===== src/rtl/dk_mix_pkg.sv =====
// ---------------------------------------------------------------------------
// dk_mix_pkg
// Shared constants, the mixer state enum and the 16-bit saturation helper
// used by dk_sound_mixer and dk_mix_dc_block.
//
// Build option: DK_MIX_DCBLOCK_EN adds the ST_DCB state used by the
// optional DC-blocking output filter.
// ---------------------------------------------------------------------------
package dk_mix_pkg;

    localparam int NUM_CH = 4;   // walk, jump, stomp, music DAC
    localparam int GAIN_W = 9;   // unsigned Q8 gain, 256 = 1.0
    localparam int ACC_W  = 27;  // 4 x (16b signed * 9b unsigned) + headroom

    typedef enum logic [1:0] {
        ST_IDLE = 2'd0,
        ST_ACC  = 2'd1,
        ST_SAT  = 2'd2
`ifdef DK_MIX_DCBLOCK_EN
        ,
        ST_DCB  = 2'd3
`endif
    } mix_state_t;

    localparam logic signed [ACC_W-1:0] SAT_MAX = 32767;
    localparam logic signed [ACC_W-1:0] SAT_MIN = -32768;

    // Clamp a wide signed value into the signed 16-bit range.
    function automatic logic signed [15:0] sat16(input logic signed [ACC_W-1:0] v);
        logic signed [15:0] r;
        if (v > SAT_MAX) begin
            r = 16'sh7FFF;
        end else if (v < SAT_MIN) begin
            r = 16'sh8000;
        end else begin
            r = v[15:0];
        end
        return r;
    endfunction

endpackage


===== src/rtl/dk_mix_dc_block.sv =====
// ---------------------------------------------------------------------------
// dk_mix_dc_block
// First-order DC-blocking filter applied to the mixed sample:
//     y = x - x_prev + y_prev - (y_prev >>> 8)
// evaluated in 17 bits, saturated to 16 bits. One sample per en pulse.
//
// Ports:
//   clk     system clock
//   I_RSTn  asynchronous active-low reset (clears history and output)
//   en      one-cycle strobe: consume in, update out and history
//   in      signed 16-bit input sample (saturated mixer sum)
//   out     signed 16-bit filtered sample, registered
// ---------------------------------------------------------------------------
module dk_mix_dc_block
    import dk_mix_pkg::*;
(
    input  logic               clk,
    input  logic               I_RSTn,
    input  logic               en,
    input  logic signed [15:0] in,
    output logic signed [15:0] out
);

    logic signed [15:0] x_prev_q;
    logic signed [15:0] y_prev_q;
    logic signed [15:0] out_q;
    logic signed [15:0] y_leak;
    logic signed [16:0] y_d;
    logic signed [15:0] y_sat;

    assign y_leak = y_prev_q >>> 8;

    assign y_d = {in[15], in} - {x_prev_q[15], x_prev_q}
               + {y_prev_q[15], y_prev_q} - {y_leak[15], y_leak};

    assign y_sat = sat16({{(ACC_W-17){y_d[16]}}, y_d});

    always_ff @(posedge clk or negedge I_RSTn) begin
        if (!I_RSTn) begin
            x_prev_q <= '0;
            y_prev_q <= '0;
            out_q    <= '0;
        end else if (en) begin
            x_prev_q <= in;
            y_prev_q <= y_sat;   // history keeps the saturated output
            out_q    <= y_sat;
        end
    end

    assign out = out_q;

endmodule


===== src/rtl/dk_sound_mixer.sv =====
// ---------------------------------------------------------------------------
// dk_sound_mixer
// Four-channel sound mixer. On each audio_clk_en strobe the four channel
// inputs are snapshotted, multiplied by per-channel Q8 gains and summed
// serially (one channel per clock), then shifted down by 8, clamped to
// 16 bits and presented on out with a one-cycle out_valid pulse.
// Latency from the strobe edge is 5 clocks (6 with the DC blocker).
//
// Build option: DK_MIX_DCBLOCK_EN routes the saturated sum through
// dk_mix_dc_block before it reaches out.
//
// Ports:
//   clk           system clock
//   I_RSTn        asynchronous active-low reset
//   audio_clk_en  one-cycle sample strobe
//   in_walk       channel 0, signed 16
//   in_jump       channel 1, signed 16
//   in_stomp      channel 2, signed 16
//   in_dac        channel 3, signed 16 (music DAC)
//   out           mixed sample, signed 16, registered, held between updates
//   out_valid     one-cycle pulse when out updates
//   busy          high while a mix is in progress
//   overrun       one-cycle pulse when a strobe arrives while busy
// ---------------------------------------------------------------------------
module dk_sound_mixer
    import dk_mix_pkg::*;
#(
    parameter int CLOCK_RATE  = 1000000,
    parameter int SAMPLE_RATE = 48000,
    parameter int GAIN0       = 256,
    parameter int GAIN1       = 256,
    parameter int GAIN2       = 256,
    parameter int GAIN3       = 256
) (
    input  logic               clk,
    input  logic               I_RSTn,
    input  logic               audio_clk_en,
    input  logic signed [15:0] in_walk,
    input  logic signed [15:0] in_jump,
    input  logic signed [15:0] in_stomp,
    input  logic signed [15:0] in_dac,
    output logic signed [15:0] out,
    output logic               out_valid,
    output logic               busy,
    output logic               overrun
);

    // A mix occupies up to 6 clocks; strobes must be spaced further apart.
    generate
        if ((CLOCK_RATE / SAMPLE_RATE) < 7) begin : g_rate_check
            $error("dk_sound_mixer: CLOCK_RATE/SAMPLE_RATE must be at least 7");
        end
    endgenerate

    localparam int GAINS [NUM_CH] = '{GAIN0, GAIN1, GAIN2, GAIN3};

    logic        [GAIN_W-1:0] gain_tbl [NUM_CH];
    logic signed [15:0]       in_vec   [NUM_CH];

    genvar gi;
    generate
        for (gi = 0; gi < NUM_CH; gi++) begin : g_gain
            assign gain_tbl[gi] = GAIN_W'(GAINS[gi]);
        end
    endgenerate

    assign in_vec[0] = in_walk;
    assign in_vec[1] = in_jump;
    assign in_vec[2] = in_stomp;
    assign in_vec[3] = in_dac;

    mix_state_t               state_q;
    logic signed [15:0]       snap_q [NUM_CH];
    logic signed [ACC_W-1:0]  acc_q;
    logic signed [ACC_W-1:0]  acc_d;
    logic        [1:0]        idx_q;
    logic signed [15:0]       out_q;
    logic                     out_valid_q;
    logic                     busy_q;
    logic                     overrun_q;

    // Signed 16 x unsigned 9: zero-extend the gain to keep it positive.
    logic signed [15:0]       snap_sel;
    logic signed [GAIN_W:0]   gain_sel;
    logic signed [25:0]       prod;

    assign snap_sel = snap_q[idx_q];
    assign gain_sel = {1'b0, gain_tbl[idx_q]};
    assign prod     = snap_sel * gain_sel;
    assign acc_d    = acc_q + {{(ACC_W-26){prod[25]}}, prod};

`ifdef DK_MIX_DCBLOCK_EN
    logic signed [15:0] dcb_x_q;   // saturated sum handed to the filter
    logic signed [15:0] dcb_y;
`endif

    always_ff @(posedge clk or negedge I_RSTn) begin
        if (!I_RSTn) begin
            state_q     <= ST_IDLE;
            snap_q      <= '{default: '0};
            acc_q       <= '0;
            idx_q       <= '0;
            out_q       <= '0;
            out_valid_q <= 1'b0;
            busy_q      <= 1'b0;
            overrun_q   <= 1'b0;
`ifdef DK_MIX_DCBLOCK_EN
            dcb_x_q     <= '0;
`endif
        end else begin
            out_valid_q <= 1'b0;
            // A strobe while a mix is running is dropped but flagged.
            overrun_q   <= audio_clk_en && (state_q != ST_IDLE);

            case (state_q)
                ST_IDLE: begin
                    if (audio_clk_en) begin
                        snap_q  <= in_vec;
                        acc_q   <= '0;
                        idx_q   <= '0;
                        busy_q  <= 1'b1;
                        state_q <= ST_ACC;
                    end
                end

                ST_ACC: begin
                    acc_q <= acc_d;
                    idx_q <= idx_q + 2'd1;
                    if (idx_q == 2'(NUM_CH - 1)) begin
                        state_q <= ST_SAT;
                    end
                end

                ST_SAT: begin
`ifdef DK_MIX_DCBLOCK_EN
                    dcb_x_q     <= sat16(acc_q >>> 8);
                    state_q     <= ST_DCB;
`else
                    out_q       <= sat16(acc_q >>> 8);
                    out_valid_q <= 1'b1;
                    busy_q      <= 1'b0;
                    state_q     <= ST_IDLE;
`endif
                end

`ifdef DK_MIX_DCBLOCK_EN
                ST_DCB: begin
                    // The filter registers its output on this same edge.
                    out_valid_q <= 1'b1;
                    busy_q      <= 1'b0;
                    state_q     <= ST_IDLE;
                end
`endif

                default: begin
                    busy_q  <= 1'b0;
                    state_q <= ST_IDLE;
                end
            endcase
        end
    end

`ifdef DK_MIX_DCBLOCK_EN
    dk_mix_dc_block u_dc_block (
        .clk    (clk),
        .I_RSTn (I_RSTn),
        .en     (state_q == ST_DCB),
        .in     (dcb_x_q),
        .out    (dcb_y)
    );

    assign out = dcb_y;

    logic unused_out_q;
    assign unused_out_q = ^out_q;
`else
    assign out = out_q;
`endif

    assign out_valid = out_valid_q;
    assign busy      = busy_q;
    assign overrun   = overrun_q;

endmodule


===== config.mk =====
export PLATFORM = sky130hd
export DESIGN_NAME = dk_sound_mixer
export DESIGN_NICKNAME = d
export VERILOG_FILES = /design/src/rtl/dk_mix_pkg.sv /design/src/rtl/dk_mix_dc_block.sv /design/src/rtl/dk_sound_mixer.sv
export SDC_FILE = /design/constraint.sdc
export NUM_CORES = 1
export LEC_CHECK = 0
export CORE_UTILIZATION = 57
export DETAILED_ROUTE_END_ITERATION = 8
export DONT_BUFFER_PORTS = 1
export PLACE_DENSITY_LB_ADDON = 0.12
export SYNTH_ARGS = -nofsm -noshare
export SYNTH_HDL_FRONTEND = slang
export SYNTH_HIERARCHICAL = 1
export SYNTH_SLANG_ARGS = --single-unit
export TNS_END_PERCENT = 30

===== constraint.sdc =====
create_clock -name clk -period 3.1 [get_ports clk]
set_input_delay 0.62 -clock clk [delete_from_list [all_inputs] [get_ports clk]]
set_output_delay 0.62 -clock clk [all_outputs]
set_load 0.005 [all_outputs]

# Yosys cells after proc, flatten, opt, wreduce, memory -nomap -nowiden
# Cells that the tools add are included.
[word_totals] wordCells=50 reg_bits=114 out_inout_bits=19 inputBits=67
[op_classes] eq_ne=5 bitwise=2 addsub=2 n_mul=1 muxes=18 magnitude_cmp=3 reduce_logical=8
[ops] operator="2-to-1 mux 16 bit" n=4
[ops] operator="case mux 27 bit (2 select lines)" n=1
[ops] operator="binary-select mux 16 bit (select 2 bit)" n=1
[ops] operator="adder 27 bit" n=1
[ops] operator="2-to-1 mux 27 bit" n=1
[ops] operator="multiplier 16 x 10 -> 26 bit" n=1
[ops] operator="greater-than comparator 19 x 16 -> 1 bit, second input constant" n=1
[ops] operator="less-than comparator 19 x 16 -> 1 bit, second input constant" n=1
[ops] operator="binary-select mux 9 bit (select 2 bit)" n=1
[ops] operator="2-to-1 mux 9 bit" n=2
[ops] operator="case mux 2 bit (2 select lines)" n=2
[ops] operator="AND reduction 2 bit" n=4
[ops] operator="2-to-1 mux 2 bit" n=3
[ops] operator="== test 2 bit, second input constant" n=2
[ops] operator="inequality test 2 bit, second input constant" n=2
[ops] operator="nonzero test 2 bit" n=2
[ops] operator=">= comparator 3 bit, second input constant" n=1
[ops] operator="NOT 2 -> 3 bit" n=1
[ops] operator="adder 2 x 1 -> 2 bit, second input constant" n=1
[ops] operator="== test 2 x 1 -> 1 bit, second input constant" n=1
[ops] operator="logical NOT 2 bit" n=1
[ops] operator="2-to-1 mux 1 bit" n=2
[ops] operator="case mux 1 bit (2 select lines)" n=1
[ops] operator="logical AND 1 bit" n=1
[ops] operator="NOT 1 bit" n=1

# Logic depth before layout (Yosys ltp)
[depth] ltp_word=7 mapped_depth=11 mapped_depth_nobuf=9

# Worst setup path after synthesis
# OpenSTA, ideal clock, no wires.
[synth_timing] path_type="register to register" start="register idx_q[0]" end="register acc_q[26]" setup_time_ps=67 path_stages_with_launch=12 t_required_ps=3033 path_slack_ps=-209 arrival_ps=3242 path_cell_list="dfrtp_1 buf_6 buf_1 mux4_2 ha_1 clkbuf_1 a21o_1 a311oi_1 o31ai_1 or4_4 a211oi_2 nand2b_1"
[synth_via] elab_chain_len=7
[synth_rtl] item="from (decl)" line_no="dk_sound_mixer.sv:76" source="logic [1:0] idx_q;"
[synth_rtl] item="from (signal assigned)" line_no="dk_sound_mixer.sv:128" source="idx_q <= idx_q + 2'd1;"
[synth_rtl] item="NOT 2 -> 3 bit (implied by the code) (*)" line_no="dk_sound_mixer.sv:87, dk_sound_mixer.sv:88"
[synth_rtl] item="binary-select mux 16 bit (select 2 bit) / binary-select mux 9 bit (select 2 bit) (equally long branches)" line_no="dk_sound_mixer.sv:87, dk_sound_mixer.sv:88"
[synth_rtl] item="2-to-1 mux 16 bit (implied by the code) / 2-to-1 mux 9 bit (equally long branches) (2 in a row)" line_no="dk_sound_mixer.sv:87, dk_sound_mixer.sv:88"
[synth_rtl] item="multiplier 16 x 10 -> 26 bit (*)" line_no="dk_sound_mixer.sv:89" source="assign prod = snap_sel * gain_sel;"
[synth_rtl] item="adder 27 bit (*)" line_no="dk_sound_mixer.sv:90" source="assign acc_d = acc_q + {{(ACC_W-26){prod[25]}}, prod};"
[synth_rtl] item="case mux 27 bit (2 select lines) (*)" line_no="dk_sound_mixer.sv:115" source="case (state_q)"
[synth_rtl] item="to (signal assigned)" line_no="dk_sound_mixer.sv:101" source="acc_q <= '0;"
[synth_rtl] item="to (signal assigned)" line_no="dk_sound_mixer.sv:119" source="acc_q <= '0;"
[synth_rtl] item="to (signal assigned)" line_no="dk_sound_mixer.sv:127" source="acc_q <= acc_d;"
[synth_rtl] item="to (decl)" line_no="dk_sound_mixer.sv:74" source="logic signed [ACC_W-1:0] acc_q;"
# Every way passes the cells marked *; elsewhere a longest branch is shown, timed or not. The select of a mux whose other input is x is not followed.
# A chain may end at the register's enable or synchronous reset.

# Worst setup path in the final report
# Same ends and word-level chain as after synthesis.

==> impl.org <==
** Drt
- Vias per cell :: approximately 5.8
- Number of DRC violations after detailed routing :: 0
- WL final :: between 10 and 15 mm
- The routed layout has just over 4000 vias.
- Once detail routing completed, the nets flagged for antenna violations numbered 0.
- The first TritonRoute pass finished after 4 iterations.
- In the final routed layout, each cell accounts on average for around 16 um.
- Iter 0 DRT Violations :: 231

** Yosys
- Share of synthesized flip-flops with an asynchronous set or reset :: 1.000
- The synthesized netlist contains 43 unique library cells.
- Sequential element share of the synthesized area :: 0.4918
- Syn avg cell area :: roughly 9 um^2
- The number of nets handed over by synthesis was 675.
- Ys flop type :: dfrtp_1
- Summed over all instances, the cell type with the most area after synthesis is dfrtp_1.
- The synthesized design contains between 100 and 150 register bits.
- Cell types occupying the most area after synthesis :: dfrtp_1, nand2_1, ha_1
- Summing every instance area after synthesis gives between 5000 and 6000 um^2.
- The cell count after synthesis came out at roughly 600.
- Of the post-synthesis cell area, the dominant cell type holds 0.4918.
- Number of enable flip-flop cells after synthesis :: 0
- During synthesis, Yosys emitted a total of 6 warnings.

** Timing
- Setup total negative slack on the finished layout was measured at 0 ns.
- Of the available clock period, the critical path in the final layout requires 0.9623.
- Normalized max-slew margin :: 0.4830
- Setup repair after global routing could not meet its margin everywhere.
- Worst clock skew :: approximately 0.015 ns
- Final setup violation count :: 0
- For the pin with the worst max-slew slack, the measured transition is about 0.77 ns.
- Max Clk Rate :: 335.2 MHz
- Counting I/O delays and the setup requirement, the final critical path takes about 3 ns.
- Final-report hold violation count :: 0
- Max Slew Vio Count :: 0

** Global routing
- The first global-routing pass estimated approximately 20 mm of wire.
- The number of antenna violations at the first check in global routing came to 0.
- Global route overflow :: 0
- The via count of the first global-routing pass is approximately 4000.
- Largest net degree at the start of global routing :: between 100 and 150
- In the global route stage, overall resource usage came out at 0.2567.

** Worst setup path
- Data on the critical path is required at its endpoint by about 3.4 ns.
- The largest single stage delay on the critical path is around 0.57 ns.
- Along the worst path, the maximum fanout reaches 3.
- Crit path cell chain :: mux4_1, ha_2, fa_2, a21o_1, a221oi_4, nor4_2, or4_4, a211oi_2, nand2b_1
- The slowest stage of the critical path belongs to the cell mux4_1.
- At the worst endpoint, the arrival time is roughly 3.3 ns.
- STA classifies the critical path endpoint as a flop.
- STA classifies the critical path startpoint as a flop.
- Worst Path Class, Setup :: reg -> reg

** Run status
- The run finished with clean final reports.

** Clock network
- For this design, the sink count on the clock tree is around 110.
- Cts bufs inserted :: 9
- Root Driver :: clkbuf_8
- CTS built an H-tree with a depth of 3.
- Clock-pin slew was measured on the worst setup and hold paths at between 0.1 and 0.15 ns.
- CTS tree :: built
- The later pin in the worst-skew pair is clocked with a latency of 0.37 ns.
- CTS max path bufs :: 2

** Floorplan
- Die W :: 99.28 um
- Row generation in the floorplan step produced 35 rows.
- Area of the core region :: slightly above 9000 um^2
- For this configuration, the core starts out at a cell density of 0.5865.
- Die area :: roughly 9900 um^2
- Number of top-level pins :: 86
- Die span in y :: around 100 um

** Cells and area
- Of the cells placed in the final design, the portion with a size suffix greater than 1 is 0.1154.
- Fillers :: between 700 and 800
- The library cell used most frequently in the layout, excluding fill and tap cells, is nand2_1.
- In the layout the commonest cells are nand2_1, dfrtp_1, o21ai_0.
- Number of inserted diodes :: 0
- At the end of the flow the core is filled with cells to 0.6381.
- Number of nets at the end of the flow :: slightly below 700
- The area growth from synthesis to layout is 8.792%.

** Placement
- Half-perimeter wire length after placement :: about 8.4 mm
- Buffers on Ports :: 0
- Placer's final routability congestion estimate :: 0.8360

** Run
- Maxcap violations :: 0

** Worst hold path
- In this run the worst hold path is classified as in -> async.

** Power and ir drop
- Power per cell area :: ~1300 nW/um^2
- VDD sags by at most 498.8 uV.
- Leak :: about 3.0 nW
final timing paths:
path,from,depth (start not counted),endpoint,slack (ns)
max,idx_q[0]$_DFFE_PN0P_,9,acc_q[26]$_DFFE_PN0P_,0.12
min,I_RSTn,1,acc_q[24]$_DFFE_PN0P_,0.17
max reg2reg,idx_q[0]$_DFFE_PN0P_,9,acc_q[26]$_DFFE_PN0P_,0.12
min reg2reg,snap_q[36]$_DFFE_PN0P_,2,snap_q[36]$_DFFE_PN0P_,0.48
max in group asynchronous,I_RSTn,1,idx_q[0]$_DFFE_PN0P_,2.49
min in group clk,in_stomp[10],2,snap_q[26]$_DFFE_PN0P_,0.35
synth_stat cells (5+ instances only):
cell / instances
clkbuf_1: 28
mux4_2: 10
nor2_1: 10
nor3_1: 6
ha_1: 19
dfrtp_1: 106
mux4_1: 6
inv_1: 7
o21ai_0: 36
nand2_1: 241
nand3_1: 21
xor2_1: 5
a21o_1: 13
a21oi_1: 17
per-stage QoR:
stage               instances  cell area [um^2]  total power, mW  setup WS, ns  hold slack, ns
floorplan                 588              5404            5.592       0.02424          0.3244
global placement          691              5614            6.716       0.07220          0.3275
detailed placement        691              5614            6.850       0.02403          0.3269
CTS                       709              5848            7.739       0.01288          0.2013
global route              709              5868            8.476    -0.0002605          0.2041
finish                    709              5868            7.795        0.1167          0.1677
cells by family after synthesis:
logic type	after synthesis	synth area share
AO/OA/AOI/OAI	94	0.1130
XOR/XNOR	9	0.01461
adder cells (fa/ha/maj)	20	0.04779
buffers and inverters	40	0.02923
flip-flops	106	0.4918
multiplexers	19	0.07655
AND/OR/NAND/NOR	300	0.2271
cell type report:
type | instances | area [um^2] | share of cell area
inverters | 7 | 26.28 | 0.004478
flip-flops and latches | 106 | 2654 | 0.4522
repair buffers | 27 | 247.7 | 0.04222
clock inverters | 6 | 48.80 | 0.008316
multi-input cells | 442 | 2615 | 0.4456
well taps | 111 | 138.9 | 0.02367
clock buffers | 10 | 137.6 | 0.02345
sequential cells by signal (all words and copies together) (netlist names):
name,flops
overrun,1
busy,1
out_valid,1
acc_q,19
snap_q,64
state_q,2
idx_q,2
out,16
layer usage:
layer  track usage  routed length [um]
met5             0                   0
met4       0.07014                 130
met3       0.03092                 452
met2        0.4033                5262
met1        0.3814                5851
report_power, final:
group | internal, mW | total, mW | switching [mW]
Sequential | 2.07 | 2.53 | 0.464
Clock | 0.323 | 0.812 | 0.489
Combinational | 2.00 | 4.45 | 2.45
critical path, delay by kind of cell, from the launching register on:
family          cells  cell delay, ns
fa+ha+maj           2            0.55
simple gates        3            0.70
mux                 1            0.57
compound gates      3            0.69
flops               1            0.42
timing repair:
item / 4_1_cts / 5_1_grt
resized for setup: 0 / 8
setup endpoints to repair: 1 / 7
pin swaps: 0 / 1
endpoints found under the hold margin: 106 / 0
cloned: 0 / 0
hold buffers: 1 / 0
buffers inserted: 1 / 0
No activity file was read; power rests on OpenSTA's default activity.
